--- config.mk ---
export PLATFORM = sky130hd
export DESIGN_NAME = uart_rx
export DESIGN_NICKNAME = d
export VERILOG_FILES = /design/src/rtl/uart_pkg.sv /design/src/rtl/uart_rx_sync.sv /design/src/rtl/uart_rx.sv
export SDC_FILE = /design/constraint.sdc
export NUM_CORES = 1
export LEC_CHECK = 0
export CORE_ASPECT_RATIO = 0.9
export CORE_MARGIN = 10
export CORE_UTILIZATION = 45
export DETAILED_ROUTE_END_ITERATION = 8
export GPL_TIMING_DRIVEN = 0
export PLACE_DENSITY = 0.67
export SLEW_MARGIN = 20
export SYNTH_ARGS = -nofsm -noshare
export SYNTH_HDL_FRONTEND = slang
export SYNTH_SLANG_ARGS = --single-unit
--- constraint.sdc ---
create_clock -name i_clk -period 3.58 [get_ports i_clk]
set_clock_uncertainty 0.2 [all_clocks]
set_input_delay 0.716 -clock i_clk [delete_from_list [all_inputs] [get_ports i_clk]]
set_output_delay 0.716 -clock i_clk [all_outputs]
set_load 0.02 [all_outputs]
--- src/rtl/uart_pkg.sv ---
// uart_pkg
// Definitions shared by the UART receiver and transmitter.
//   - Parity mode codes for the P_UART_CHECK parameter.
//   - Receiver FSM state encoding (plain constants so older tools accept it).
//   - uart_clog2: width helper for the baud-rate divider counter.
package uart_pkg;

  localparam int UART_CHECK_NONE = 0;
  localparam int UART_CHECK_ODD  = 1;
  localparam int UART_CHECK_EVEN = 2;

  localparam logic [2:0] UART_ST_IDLE    = 3'd0;
  localparam logic [2:0] UART_ST_START   = 3'd1;
  localparam logic [2:0] UART_ST_DATA    = 3'd2;
  localparam logic [2:0] UART_ST_PARITY  = 3'd3;
  localparam logic [2:0] UART_ST_STOP    = 3'd4;
  localparam logic [2:0] UART_ST_DELIVER = 3'd5;

  // Never returns less than 1 so a counter declared with it always has a bit.
  function automatic int uart_clog2(input int value);
    int width;
    width = 1;
    while ((1 << width) < value) width = width + 1;
    return width;
  endfunction

endpackage

--- src/rtl/uart_rx_sync.sv ---
// uart_rx_sync
// Brings an asynchronous serial line into the clock domain and flags the
// cycle in which the synchronized level goes from 1 to 0.
//   i_clk    system clock
//   i_rst_n  asynchronous active-low reset; all flops reset to 1 (line idle)
//   i_async  asynchronous serial input
//   o_level  synchronized line level (2 flops of latency)
//   o_fall   one-cycle pulse: previous synced level 1, current 0
module uart_rx_sync (
  input  logic i_clk,
  input  logic i_rst_n,
  input  logic i_async,
  output logic o_level,
  output logic o_fall
);

  logic r_meta;
  logic r_sync;
  logic r_prev;

  // Resetting to 1 means a line that is low when reset releases does not
  // look like a start edge; a real 1 -> 0 transition is required.
  always_ff @(posedge i_clk or negedge i_rst_n) begin
    if (!i_rst_n) begin
      r_meta <= 1'b1;
      r_sync <= 1'b1;
      r_prev <= 1'b1;
    end else begin
      r_meta <= i_async;
      r_sync <= r_meta;
      r_prev <= r_sync;
    end
  end

  assign o_level = r_sync;
  assign o_fall  = r_prev & ~r_sync;

endmodule

--- src/rtl/uart_rx.sv ---
// uart_rx
// UART receiver: oversamples the serial line with a baud divider, samples
// each bit at mid-bit, assembles the word LSB-first, checks optional parity
// and the stop bits, and hands each word over with a one-cycle valid pulse.
//   i_clk                system clock
//   i_rst_n              asynchronous active-low reset
//   i_uart_rx            serial line, idle high, asynchronous
//   o_usr_rx_data        received word, first bit on the line is bit 0
//   o_usr_rx_valid       one-cycle pulse, data and flags valid
//   o_usr_rx_parity_err  parity mismatch for the delivered word
//   o_usr_rx_frame_err   a sampled stop bit was 0
module uart_rx
  import uart_pkg::*;
#(
  parameter int P_UART_CLK        = 250_000_000,
  parameter int P_UART_BAUDRATE   = 9600,
  parameter int P_UART_DATA_WIDTH = 8,
  parameter int P_UART_STOP_WIDTH = 1,
  parameter int P_UART_CHECK      = 0
) (
  input  logic                         i_clk,
  input  logic                         i_rst_n,
  input  logic                         i_uart_rx,
  output logic [P_UART_DATA_WIDTH-1:0] o_usr_rx_data,
  output logic                         o_usr_rx_valid,
  output logic                         o_usr_rx_parity_err,
  output logic                         o_usr_rx_frame_err
);

  localparam int DIV   = P_UART_CLK / P_UART_BAUDRATE;
  localparam int HALF  = DIV / 2;
  localparam int CNT_W = uart_clog2(DIV);

  localparam logic [CNT_W-1:0] C_DIV_M1  = CNT_W'(DIV - 1);
  localparam logic [CNT_W-1:0] C_HALF_M1 = CNT_W'(HALF - 1);
  localparam logic [3:0]       C_DATA_LAST = 4'(P_UART_DATA_WIDTH - 1);
  localparam logic [3:0]       C_STOP_LAST = 4'(P_UART_STOP_WIDTH - 1);

  // With fewer than 4 clocks per bit there is no meaningful mid-bit point.
  if (DIV < 4) begin : g_bad_div
    $error("uart_rx: P_UART_CLK / P_UART_BAUDRATE must be at least 4");
  end
  if (P_UART_DATA_WIDTH < 5 || P_UART_DATA_WIDTH > 9) begin : g_bad_width
    $error("uart_rx: P_UART_DATA_WIDTH must be 5..9");
  end
  if (P_UART_STOP_WIDTH < 1 || P_UART_STOP_WIDTH > 2) begin : g_bad_stop
    $error("uart_rx: P_UART_STOP_WIDTH must be 1 or 2");
  end

  logic w_level;
  logic w_fall;
  logic w_tick;

  logic [2:0]                   r_state;
  logic [CNT_W-1:0]             r_cnt;
  logic [3:0]                   r_bit;
  logic [P_UART_DATA_WIDTH-1:0] r_shift;
  logic                         r_par_acc;
  logic                         r_par_err;
  logic                         r_frm_err;
  logic [P_UART_DATA_WIDTH-1:0] r_data;
  logic                         r_valid;
  logic                         r_par_err_out;
  logic                         r_frm_err_out;

  uart_rx_sync u_sync (
    .i_clk   (i_clk),
    .i_rst_n (i_rst_n),
    .i_async (i_uart_rx),
    .o_level (w_level),
    .o_fall  (w_fall)
  );

  assign w_tick = (r_cnt == C_DIV_M1);

  // Receive FSM. Outputs are loaded on the edge that leaves STOP, so they
  // are already valid during the single DELIVER cycle. Data enters at the
  // top of the shift register and moves right, so after the last data bit
  // the first bit received sits at bit 0.
  always_ff @(posedge i_clk or negedge i_rst_n) begin
    if (!i_rst_n) begin
      r_state       <= UART_ST_IDLE;
      r_cnt         <= '0;
      r_bit         <= '0;
      r_shift       <= '0;
      r_par_acc     <= 1'b0;
      r_par_err     <= 1'b0;
      r_frm_err     <= 1'b0;
      r_data        <= '0;
      r_valid       <= 1'b0;
      r_par_err_out <= 1'b0;
      r_frm_err_out <= 1'b0;
    end else begin
      r_valid <= 1'b0;
      case (r_state)
        UART_ST_IDLE: begin
          r_cnt     <= '0;
          r_bit     <= '0;
          r_par_acc <= 1'b0;
          r_par_err <= 1'b0;
          r_frm_err <= 1'b0;
          if (w_fall) r_state <= UART_ST_START;
        end
        UART_ST_START: begin
          // A line back high at mid start bit was only a glitch.
          if (r_cnt == C_HALF_M1) begin
            r_cnt   <= '0;
            r_state <= w_level ? UART_ST_IDLE : UART_ST_DATA;
          end else begin
            r_cnt <= r_cnt + 1'b1;
          end
        end
        UART_ST_DATA: begin
          if (w_tick) begin
            r_cnt     <= '0;
            r_shift   <= {w_level, r_shift[P_UART_DATA_WIDTH-1:1]};
            r_par_acc <= r_par_acc ^ w_level;
            if (r_bit == C_DATA_LAST) begin
              r_bit   <= '0;
              r_state <= (P_UART_CHECK != UART_CHECK_NONE) ? UART_ST_PARITY
                                                           : UART_ST_STOP;
            end else begin
              r_bit <= r_bit + 1'b1;
            end
          end else begin
            r_cnt <= r_cnt + 1'b1;
          end
        end
        UART_ST_PARITY: begin
          // r_par_acc is the XOR of the data bits; folding in the parity
          // bit must give 1 in odd mode and 0 in even mode.
          if (w_tick) begin
            r_cnt <= '0;
            if (P_UART_CHECK == UART_CHECK_ODD) begin
              r_par_err <= ~(r_par_acc ^ w_level);
            end else begin
              r_par_err <= r_par_acc ^ w_level;
            end
            r_state <= UART_ST_STOP;
          end else begin
            r_cnt <= r_cnt + 1'b1;
          end
        end
        UART_ST_STOP: begin
          if (w_tick) begin
            r_cnt <= '0;
            if (r_bit == C_STOP_LAST) begin
              r_bit         <= '0;
              r_state       <= UART_ST_DELIVER;
              r_valid       <= 1'b1;
              r_data        <= r_shift;
              r_par_err_out <= r_par_err;
              r_frm_err_out <= r_frm_err | ~w_level;
            end else begin
              r_bit     <= r_bit + 1'b1;
              r_frm_err <= r_frm_err | ~w_level;
            end
          end else begin
            r_cnt <= r_cnt + 1'b1;
          end
        end
        UART_ST_DELIVER: begin
          r_state <= UART_ST_IDLE;
        end
        default: begin
          r_state <= UART_ST_IDLE;
        end
      endcase
    end
  end

  assign o_usr_rx_data       = r_data;
  assign o_usr_rx_valid      = r_valid;
  assign o_usr_rx_parity_err = r_par_err_out;
  assign o_usr_rx_frame_err  = r_frm_err_out;

endmodule

==> results.md <==
* Status: finished clean
* Critical Path RT at 3.56 ns
* Clock-pin slew on the worst setup and hold paths at 0.08 ns
* Pwr Total at 1260 uW
* CP Buf/Inv Count at 2
* Setup Buffers After CTS at 0
* Library cells used by synthesis at 52
* Fmax achieved at 379 MHz
* Die width at 94.9 um
* Clk_lat worst skew at 0.29 ns
* Crit end category: flop
* Pwr dens at 485 nW/um2
* Max_cap viols at 0
* Area delta synth->final at 14.5%
* Hold_ws at 0.144 ns
* DRC at 0
* Post-synth ARST share at 1.00
* I/O pin cnt at 14
* Avg Cell Area, Syn at 11.1 um2
* Top delay family on crit path: simple AND/OR/NAND/NOR gates
* Initial core utilization at 0.467
* Final WL at 4030 um
* Seq cells post-synth at 47
* Port Buffers at 13
* Slew HR at 0.540
* Syn_nets at 211
* Clk root buf: clkbuf_8
* Antenna cells at 0
* Peak supply drop at 0.221 mV
* Worst reg2reg path startpoint: r_cnt[2]$_DFFE_PN0P_
* Final ANT Viol Nets at 0
* Num CTS Buffers at 5
* Die area at 8300 um2
* Final core utilization at 0.535
* Layout cell share with drive strength beyond 1 at 0.168
* Router iterations before antenna repair at 4
* Top cell type's share of synthesized area at 0.485
* Count leader, synth: dfrtp_1
* Post-synth EDFFs at 0
* Via/cell ratio at 5.33
* Placer Congestion at 0.863
* Worst Reg2Reg Path Length in Cells at 6
* Crit path time final at 2.64 ns
* CP cell instances: nand4bb_1, or4_1, buf_2, nor3_2, buf_2, mux2_2
* Crit. Startpoint: r_cnt[2]$_DFFE_PN0P_
* Static Leak at 0.00121 uW
* Clock Sinks at 47
* Top_reg_cell synth: dfrtp_1
* Setup Slack @ Placement at 0.933 ns
* Final hold vios at 0
* First-pass GRT wire length at 7220 um
* Synth Cell Area at 2270 um2
* GRT Overall Usage at 0.107
* Avg WL per Cell at 13.9 um
* CP Max Fanout at 10
* Arr. time, crit path at 2.62 ns
* Synth Instances at 204
* Post-CTS Resized at 0
* Die Ht at 87.4 um
* Filler cell count at 450
* Slowest stage cell, crit path: or4_1
* Slew @ Worst Pin at 0.683 ns
* Sequential area share after synthesis at 0.519
* CP dominant cell by count: buf_2
* Hold_buf cts at 0
* R2R Setup Slk at 0.94 ns
* Vias at 1550
* Worst setup margin at 0.942 ns
* Synth area leaders: dfrtp_1, mux2_4, mux2_2, dfstp_2, xor2_1
* Total grt overflow at 0
* H-tree depth at 2
* Fin. max-slew vios at 0
* Reg2reg end: o_usr_rx_data[2]$_DFFE_PN0P_
* Period utilisation layout at 0.737
* Slowest cell delay on critical path at 0.53 ns
* Std cell rows at 24
* Setup CP Type: flop to flop
* Synth cell count leaders: dfrtp_1, nor2_1, inv_1
* Vias in the first global route at 1460
* Largest net degree at the start of global routing at 32
* Clk buf depth at 2
* CTS tree: built
* # setup viols final at 0
* Drt first-iter violations at 67
* RSZ-0062 raised after global routing: no
* Core area at 4860 um2
* Hpwl dp at 2900 um
* Initial antenna violation count at 0
* Syn. warnings at 0
* HP Class: primary input to asynchronous set/reset pin
* Synth area leader: dfrtp_1
* Final net count at 232
* Worst Setup Start Kind: flop
* TNS Setup at 0 ns
## worst reg2reg max path: stages, from the launching register on
cell       delay, ns
dfrtp_1         0.45
nand4bb_1       0.20
or4_1           0.53
buf_2           0.19
nor3_2          0.30
buf_2           0.30
mux2_2          0.36
## layout make-up
cell class | instances | area (um2) | area share
sequential | 47 | 1180 | 0.453
multi-input combinational | 135 | 998 | 0.384
timing repair buffer | 14 | 145 | 0.0558
clock buffer | 7 | 96.3 | 0.0370
tap | 65 | 81.3 | 0.0312
inverter | 14 | 52.6 | 0.0202
buffer | 8 | 41.3 | 0.0159
clock inverter | 1 | 7.51 | 0.00288
## report_power, final
part | leakage (uW) | switching (uW) | internal, uW | total [uW]
sequential | 0.000640 | 36.9 | 567 | 604
combinational | 0.000516 | 198 | 113 | 311
clock | 0.0000505 | 172 | 176 | 347
total | 0.00121 | 406 | 856 | 1260
## routing by layer
layer / vias to the layer above / part of all wire / global-route usage
li1: 764 / - / -
met1: 758 / 0.52 / 0.161
met2: 23 / 0.42 / 0.146
met3: 5 / 0.049 / 0.0302
met4: 0 / 0.0077 / 0.0245
met5: - / 0 / 0
## sequential cells by signal (all words and copies together), names as in the netlist
signal / cells
r_par_acc: 1
r_frm_err: 1
r_shift: 8
r_bit: 4
o_usr_rx_frame_err: 1
o_usr_rx_parity_err: 1
o_usr_rx_valid: 1
r_cnt: 15
o_usr_rx_data: 8
r_par_err: 1
u_sync.r_meta: 1
u_sync.o_level: 1
u_sync.r_prev: 1
r_state: 3
## per-stage QoR
stage	cell area [um2]	cells
floorplan	2270	204
global placement	2480	282
detailed placement	2500	283
CTS	2600	291
global route	2600	291
finish	2600	291
## worst max path at each step
stage | to | slack (ns) | cells after the start
after CTS | o_usr_rx_data[2]$_DFFE_PN0P_ | 0.91 | 6
final | o_usr_rx_data[2]$_DFFE_PN0P_ | 0.94 | 6
after detailed placement | o_usr_rx_data[2]$_DFFE_PN0P_ | 0.93 | 6
after floorplan | o_usr_rx_data[0]$_DFFE_PN0P_ | 1.21 | 6
after global routing | o_usr_rx_data[3]$_DFFE_PN0P_ | 0.77 | 8
after global placement | r_bit[3]$_DFFE_PN0P_ | 0.26 | 1
## kinds of logic after synthesis
logic type	count (synthesis)	share of synthesized area
and+or+nand+nor	65	0.162
DFF	47	0.519
AOI/OAI and AO/OA	35	0.102
buffers and inverters	22	0.0413
muxes	19	0.105
xor gates and xnor gates	11	0.0424
adders and majority gates	5	0.0270
## placed cells by master (no fill, tap or decap), types with 3 or more instances in the layout
cell,instances
o21ai_0,8
dfrtp_1,44
clkdlybuf4s50_1,12
inv_1,14
a21o_1,5
a21oi_1,6
clkbuf_8,7
buf_2,4
nor2_1,17
xnor2_1,3
ha_1,4
nand4_1,6
nand2_1,9
mux2_2,9
nand3_1,4
dfstp_2,3
mux2_4,7
nor3_1,5
xor2_1,8
or4_1,3
Note: power is estimated with default switching activity, not from simulation.
